`src/rtl/fsm_pattern_pkg.sv`:
```
// Shared definitions for the "11"-marker serial link (transmitter and detector sides).
package fsm_pattern_pkg;

  typedef enum logic [2:0] {
    ST_IDLE  = 3'd0,
    ST_SYNC1 = 3'd1,
    ST_SYNC2 = 3'd2,
    ST_DATA  = 3'd3,
    ST_STUFF = 3'd4,
    ST_END   = 3'd5
  } state_t;

  localparam logic [1:0] SYNC_MARKER = 2'b11;

endpackage

```
`src/rtl/fsm_piso_shift.sv`:
```
// Parallel-in serial-out shift register, MSB first, zero fill on shift.
module fsm_piso_shift #(
  parameter int DATA_W = 8
) (
  input  logic              clk,
  input  logic              reset_n,
  input  logic              load,
  input  logic              shift,
  input  logic [DATA_W-1:0] din,
  output logic              msb
);

  logic [DATA_W-1:0] shreg;

  always_ff @(posedge clk or negedge reset_n) begin
    if (!reset_n)   shreg <= '0;
    else if (load)  shreg <= din;
    else if (shift) shreg <= {shreg[DATA_W-2:0], 1'b0};
  end

  assign msb = shreg[DATA_W-1];

endmodule

```
`src/rtl/fsm_pattern_tx.sv`:
```
// Serial frame transmitter: "11" marker, bit-stuffed payload MSB-first, 0 trailer.
module fsm_pattern_tx
  import fsm_pattern_pkg::*;
#(
  parameter int DATA_W = 8
) (
  input  logic              clk,
  input  logic              reset_n,
  input  logic [DATA_W-1:0] data_in,
  input  logic              data_valid,
  output logic              data_ready,
  output logic              out_bit,
  output logic              tx_busy,
  output logic              frame_done
);

  localparam int CNT_W = $clog2(DATA_W + 1);

  state_t           state, state_nxt;
  logic [CNT_W-1:0] bit_cnt;
  logic             load, shift, msb;

  fsm_piso_shift #(.DATA_W(DATA_W)) u_piso (
    .clk     (clk),
    .reset_n (reset_n),
    .load    (load),
    .shift   (shift),
    .din     (data_in),
    .msb     (msb)
  );

  always_ff @(posedge clk or negedge reset_n) begin
    if (!reset_n) state <= ST_IDLE;
    else          state <= state_nxt;
  end

  // Counter is only reloaded on accept, so it parks at 0 between frames.
  always_ff @(posedge clk or negedge reset_n) begin
    if (!reset_n)   bit_cnt <= '0;
    else if (load)  bit_cnt <= CNT_W'(DATA_W);
    else if (shift) bit_cnt <= bit_cnt - 1'b1;
  end

  always_comb begin
    state_nxt = state;
    load      = 1'b0;
    shift     = 1'b0;
    unique case (state)
      ST_IDLE: if (data_valid) begin
        load      = 1'b1;
        state_nxt = ST_SYNC1;
      end
      ST_SYNC1: state_nxt = ST_SYNC2;
      ST_SYNC2: state_nxt = ST_DATA;
      ST_DATA: begin
        shift = 1'b1;
        if (msb)                         state_nxt = ST_STUFF;
        else if (bit_cnt == CNT_W'(1))   state_nxt = ST_END;
      end
      ST_STUFF: state_nxt = (bit_cnt == '0) ? ST_END : ST_DATA;
      ST_END:   state_nxt = ST_IDLE;
      default:  state_nxt = ST_IDLE;
    endcase
  end

  // Moore output decode; illegal encodings drive the idle level.
  always_comb begin
    out_bit    = 1'b0;
    frame_done = 1'b0;
    data_ready = (state == ST_IDLE);
    tx_busy    = (state != ST_IDLE);
    case (state)
      ST_SYNC1: out_bit    = SYNC_MARKER[1];
      ST_SYNC2: out_bit    = SYNC_MARKER[0];
      ST_DATA:  out_bit    = msb;
      ST_END:   frame_done = 1'b1;
      default:  out_bit    = 1'b0;
    endcase
  end

endmodule
```
`config.mk`:
```
export PLATFORM = sky130hd
export DESIGN_NAME = fsm_pattern_tx
export DESIGN_NICKNAME = d
export VERILOG_FILES = /design/src/rtl/fsm_pattern_pkg.sv /design/src/rtl/fsm_piso_shift.sv /design/src/rtl/fsm_pattern_tx.sv
export SDC_FILE = /design/constraint.sdc
export NUM_CORES = 1
export LEC_CHECK = 0
export CAP_MARGIN = 20
export CELL_PAD_IN_SITES_DETAIL_PLACEMENT = 0
export CELL_PAD_IN_SITES_GLOBAL_PLACEMENT = 1
export CORE_MARGIN = 4
export CORE_UTILIZATION = 42
export CTS_BUF_LIST = sky130_fd_sc_hd__clkbuf_16
export DETAILED_ROUTE_END_ITERATION = 8
export PLACE_DENSITY_LB_ADDON = 0.1
export SKIP_CTS_REPAIR_TIMING = 1
export SYNTH_ARGS = -nofsm -noshare
export SYNTH_HDL_FRONTEND = slang
export SYNTH_SLANG_ARGS = --single-unit
export TNS_END_PERCENT = 5
```
`constraint.sdc`:
```
create_clock -name clk -period 2.3 [get_ports clk]
set_clock_uncertainty 0.05 [all_clocks]
set_input_delay 0.23 -clock clk [delete_from_list [all_inputs] [get_ports clk]]
set_output_delay 0.23 -clock clk [all_outputs]
set_load 0.02 [all_outputs]
```
==> out/summary.txt, run 1 <==
I/O pin total = 15
CTS Sinks = 15
Total area of sequential cells = 375.4 µm²
FMAX = 0.4906 GHz
Sequential fraction of the synthesis area = 0.4559
Headroom to the max-slew limit = 0.5526
Top Usage Layer GRT = met2
Hold Slack = 0.3487 ns
Distinct cells, synth = 31
Initial Util = 0.4618
Crit path required time = 2.02 ns
Critical-path cell list = nor2_1 -> nor3_1 -> clkdlybuf4s50_1
CTS tree = done
Core Footprint = 1783 µm²
Pwr/cell area = 1450 nW/µm²
DRT antenna net count = 0
M1 GR Usage = 0.1661
Final WL = 1529 µm
Num CTS Buffers = 3
Worst R2R End = u_piso.shreg[5]
Hold crit path type = in -> async
Run status = completed
CP endpoint = out_bit
Vias/cell = 5.209
RR Startpoint = state[2]
FILL cells = 168
Setup violations, final = 0
Final instance area = 1040 µm²
Grt total ovfl = 0
Area Overhead vs Synth = 26.29%
Final Max Tran Viols = 0
Worst path buffer plus inverter count = 1
Routability Congestion = 0.7163
Synth Instances = 76
Routed vias = 599
Met3 usage in global routing = 0.01994
Clock Pin Slew Worst Setup and Hold Paths = 0.05 ns
Pre-antenna DRT Iters = 4
Worst slew pin tran = 0.6690 ns
CP Class = reg -> out
RSZ-0062 raised after global routing = no
Syn avg cell area = 10.83 µm²
Final worst setup slack = 0.2616 ns
Vias in the first global route = 626
CP Capture Type = output port
# H-tree levels = 1
Hpwl dp = 1085 µm
Initial antenna violation count = 0
Pleak = 0.4894 nW
Placed standard-cell area = 959.7 µm²
Largest net degree at the start of global routing = 16
CP Depth = 3
Critical Path AT = 1.76 ns
Post-synth top flop = dfrtp_1
Area of the mapped netlist = 823.3 µm²
Die H = 52.28 µm
Final min period = 2.038 ns
Die Area = 2733 µm²
CP max FO = 11
Startpoint type of the worst setup path = register
Number of synthesis warnings = 0
IO Port Bufs = 14
CP max stage cell = clkdlybuf4s50_1
Crit. Startpoint = state[1]
# diodes = 0
Worst Reg-to-Reg Cells = 4
DP Worst Slack = 0.5093 ns
Clock Tree Buf Depth = 2
Max Cap Viol = 0
EDFF count, synth = 0
Root Driver = clkbuf_16
Num rows = 15
CP top delay family = buffers and inverters
TNS Setup = 0 ns
First-pass GRT wire length = 2711 µm
Post-synthesis net count = 90
Async SR Flop Fraction = 1.000
Yosys reg bits = 15
Flop2flop setup slack = 0.67 ns
Worst skew pair latency = 0.24 ns
Multi-input logic area = 394.1 µm²
Drt wl/cell = 13.30 µm
Final net count = 105
Drc violations = 0
Tcrit/Tclk final = 0.8863
Layout cells sized above 1 = 0.1222
Met2 Usage GRT = 0.2238
Total track usage = 0.1315
Iter 0 DRT Violations = 8
VDD IR-drop max = 0.6767 mV
Count of final hold-check violations = 0
Die width = 52.28 µm
CP max stage delay = 0.63 ns
stage by stage:
| step | cells | util | power (W) |
|---|---|---|---|
| CTS | 115 | 0.5832 | 0.001528 |
| detailed placement | 111 | 0.5382 | 0.001183 |
| floorplan | 76 | - | 0.001040 |
| global placement | 111 | 0.5382 | 0.001168 |
| finish | 115 | 0.5832 | 0.001508 |
| global route | 115 | 0.5832 | 0.001639 |
Yosys cell counts, drive strengths merged, types with 2 or more instances:
library cell  number  share of area
inv                3          0.014
and3b              2          0.026
a21o               6          0.055
ha                 3          0.046
o21ai              2          0.012
buf                5          0.052
nand2              6          0.027
dfrtp             15           0.46
a22o               7          0.074
nor2               6          0.030
a21oi              4          0.024
nor3               2          0.012
worst min-delay path by stage:
| stage | startpoint | end | slack (ns) | depth (start not counted) |
|---|---|---|---|---|
| floorplan | reset_n | bit_cnt[0] | -0.12 | 0 |
| global placement | u_piso.shreg[3] | u_piso.shreg[3] | 0.41 | 1 |
| detailed placement | u_piso.shreg[4] | u_piso.shreg[4] | 0.42 | 1 |
| CTS | reset_n | bit_cnt[1] | 0.37 | 1 |
| global route | reset_n | u_piso.shreg[3] | 0.42 | 1 |
| finish | reset_n | bit_cnt[3] | 0.35 | 1 |
metal layers:
layer  vias to the layer above  wire length (µm)
met5                         -                 0
met1                       285               732
met2                        10               713
met4                         0                10
li1                        302                 -
met3                         2                73
sequential cells by signal (all words and copies together), names as in the netlist:
signal and cells:
bit_cnt 4, state 3, u_piso.shreg 8
cell type report:
type	instances	share of cell area
clock buffers	3	0.07220
clock inverters	1	0.004813
inverters	3	0.01083
multi-input cells	53	0.3791
flip-flops and latches	15	0.3610
well taps	25	0.03008
repair buffers	15	0.1420
power breakdown:
| group | internal (W) | switching, W |
|---|---|---|
| sequential | 0.000388 | 0.000154 |
| clock | 0.000232 | 0.000102 |
| combinational | 0.000325 | 0.000306 |
| total | 0.000945 | 0.000563 |
cells in the final DEF (no fill, tap or decap):
cell,n
clkdlybuf4s50_1,14
buf_4,1
mux2i_1,1
nand2b_1,1
nand2_1,6
nand4b_1,1
a22o_1,7
or3b_2,1
ha_1,3
a21o_1,6
xor2_1,1
a21oi_1,4
nor3b_1,1
and3b_1,1
clkinv_2,1
nor3_1,2
o21ai_0,2
nor2_2,1
dfrtp_1,15
o211a_1,1
and3b_4,1
nor2_1,5
a221oi_1,1
nand3_1,1
nor4b_4,1
nor2b_1,1
o31ai_1,1
o21ba_2,1
clkbuf_16,3
nand3b_1,1
nor4_2,1
inv_1,3
cell families (layout without fill, tap and decap cells):
| family | Yosys count | in the layout | share of synthesized area |
|---|---|---|---|
| AND/OR/NAND/NOR | 25 | 25 | 0.2006 |
| buffers and inverters | 8 | 22 | 0.06534 |
| flip-flops | 15 | 15 | 0.4559 |
| AO/OA/AOI/OAI | 23 | 23 | 0.2097 |
| XOR/XNOR | 1 | 1 | 0.01064 |
| adder cells (fa/ha/maj) | 3 | 3 | 0.04560 |
| multiplexers | 1 | 1 | 0.01216 |
No activity file was read; power rests on OpenSTA's default activity.
==> run 2, diff against run 1 <==
- HOLD_SLACK_MARGIN: unset -> 0.03
==> results of run 2 <==
No change in the layout: final DEF, timing and power equal those of run 1.
==> run 3, diff against run 2 <==
- ABC_AREA: unset -> 1
- CORE_UTILIZATION: 42 -> 41
==> out/summary.txt, run 3 <==
Largest registers = u_piso.shreg x8, bit_cnt x4, state x3
Post-synthesis net count = 120
Worst slew pin tran = 0.6921 ns
Largest family of logic cells by synthesized area = simple AND/OR/NAND/NOR gates
DRT antenna net count = 0
Vias/cell = 4.873
Worst skew pair latency = 0.24 ns
Synth Instances = 106
Routability Congestion = 0.6968
Post-synth top flop = dfrtp_1
Largest cells by area after synthesis = dfrtp_1, nand3_2, nand2_1, nand3_1, inv_1
Initial antenna violation count = 0
Synth top area share = 0.4149
Drc violations = 0
Routed vias = 731
Num CTS Buffers = 3
Final Max Tran Viols = 0
Startpoint type of the worst setup path = register
Final min period = 1.953 ns
Distinct cells, synth = 17
Sequential fraction of the synthesis area = 0.4149
Fin cells = 150
I/O pin total = 15
Most frequent cells in the layout = nand2_1, dfrtp_1, clkdlybuf4s50_1
Multi-input logic area = 442.9 µm²
Setup violations, final = 0
Pwr/cell area = 1396 nW/µm²
Die Area = 3022 µm²
Total area of sequential cells = 375.4 µm²
Total track usage = 0.1370
RR Startpoint = state[2]
# diodes = 0
CTS Sinks = 15
Core Footprint = 2022 µm²
Number of synthesis warnings = 0
Max FFs per register = 8
Crit. Startpoint = state[2]
Max Cap Viol = 0
DP Cell Count = 146
Synth top cells by count = nand2_1, dfrtp_1, nand3_2, nand3_1, inv_1
EDFF count, synth = 0
Iter 0 DRT Violations = 14
Tcrit/Tclk final = 0.8491
TNS Setup = 0 ns
Top-count cell post-synth = nand2_1
Run status = completed
Syn avg cell area = 8.534 µm²
Adder-cell area share of the yosys netlist = 0.04149
FMAX = 0.5120 GHz
DP Worst Slack = 0.6010 ns
Cell taking the most area after synthesis = dfrtp_1
Pre-antenna DRT Iters = 4
Hold crit path type = in -> async
CP max FO = 6
Headroom to the max-slew limit = 0.5371
CP Class = reg -> out
CP Capture Type = output port
Pleak = 0.5718 nW
CTS tree = done
Clock Pin Slew Worst Setup and Hold Paths = 0.05 ns
Crit path required time = 2.02 ns
Layout cells sized above 1 = 0.2114
VDD IR-drop max = 0.5411 mV
Hpwl dp = 1244 µm
Clock Tree Buf Depth = 2
Final worst setup slack = 0.3470 ns
# H-tree levels = 1
Num rows = 16
Final instance area = 1135 µm²
Yosys reg bits = 15
Commonest non-fill, non-tap cell in the layout = nand2_1
Drt wl/cell = 11.05 µm
Area Overhead vs Synth = 25.45%
Power after layout = 0.001585 W
Root Driver = clkbuf_16
Async SR Flop Fraction = 1.000
Die width = 54.97 µm
Post-synthesis mux area share = 0
Largest net degree at the start of global routing = 16
First-pass GRT wire length = 2898 µm
Biggest register = u_piso.shreg
XOR/XNOR Fraction of Synth Area = 0
RSZ-0062 raised after global routing = no
Critical Path AT = 1.67 ns
Placed standard-cell area = 1056 µm²
Simple-gate portion of the synthesized area = 0.4080
Count of final hold-check violations = 0
Final net count = 138
Grt total ovfl = 0
Area of the mapped netlist = 904.6 µm²
Final WL = 1657 µm
Vias in the first global route = 675
IO Port Bufs = 14
Synth Area in Compound Gates = 0.04011
Initial Util = 0.4474
FILL cells = 183
Die H = 54.97 µm
-- run 3: changes by cell type in the layout (fill, tap and decap cells not counted), sizes merged, moves of 2 or more --
cell	delta
a21o	-6
a21oi	-3
a22o	-7
and3b	-2
inv	+11
nand2	+25
nand3	+24
nor2	+3
o21ai	+2
-- run 3: layer usage --
metal  part of all wire  routed length (µm)  GRT usage  vias up
met5                  0                   0          0        -
met4             0.0042                   7    0.06073        0
met3              0.046                  77    0.04021        2
met2               0.50                 821     0.2185       13
met1               0.45                 750     0.1709      345
li1                   -                   -          -      371
-- run 3: cell families (layout without fill, tap and decap cells) --
group                      count (synthesis)  count (layout)
AOI/OAI and AO/OA                          5               5
adders and majority gates                  3               3
buffers and inverters                     16              33
DFF                                       15              15
and+or+nand+nor                           67              67
-- run 3: report_power, final --
part | total [W] | switching, W | internal (W)
Sequential | 0.000496 | 0.000106 | 0.000390
Clock | 0.000333 | 0.000103 | 0.000230
Combinational | 0.000756 | 0.000443 | 0.000313
Total | 0.00158 | 0.000652 | 0.000933
-- run 3: stage by stage --
step	util	hold WS, ns
3_3_place_gp	0.5223	0.4137
4_1_cts	0.5613	0.4010
6_report	0.5613	0.3579
2_1_floorplan	-	-0.1156
5_1_grt	0.5613	0.4437
3_5_place_dp	0.5223	0.4302
-- run 3: worst paths after layout --
kind,end,slack (ns),cells after the start
worst min register to register,bit_cnt[3],0.44,2
min in group clk,bit_cnt[3],0.44,2
worst max-delay path,out_bit,0.35,4
max in group asynchronous,bit_cnt[0],1.40,1
worst max register to register,u_piso.shreg[7],0.82,5
worst min-delay path,bit_cnt[2],0.36,1
-- run 3: cell type report --
cell class              count  share of cell area
flip-flops and latches     15              0.3308
well taps                  27             0.02977
clock buffers               3             0.06615
clock inverters             1            0.003308
repair buffers             16              0.1367
inverters                  13             0.04300
multi-input cells          75              0.3903
-- run 3: worst max-delay path: stages, from the launching register on --
cell	delay (ns)
dfrtp_1	0.42
inv_1	0.18
nand3_1	0.14
o21ai_2	0.07
clkdlybuf4s50_1	0.61
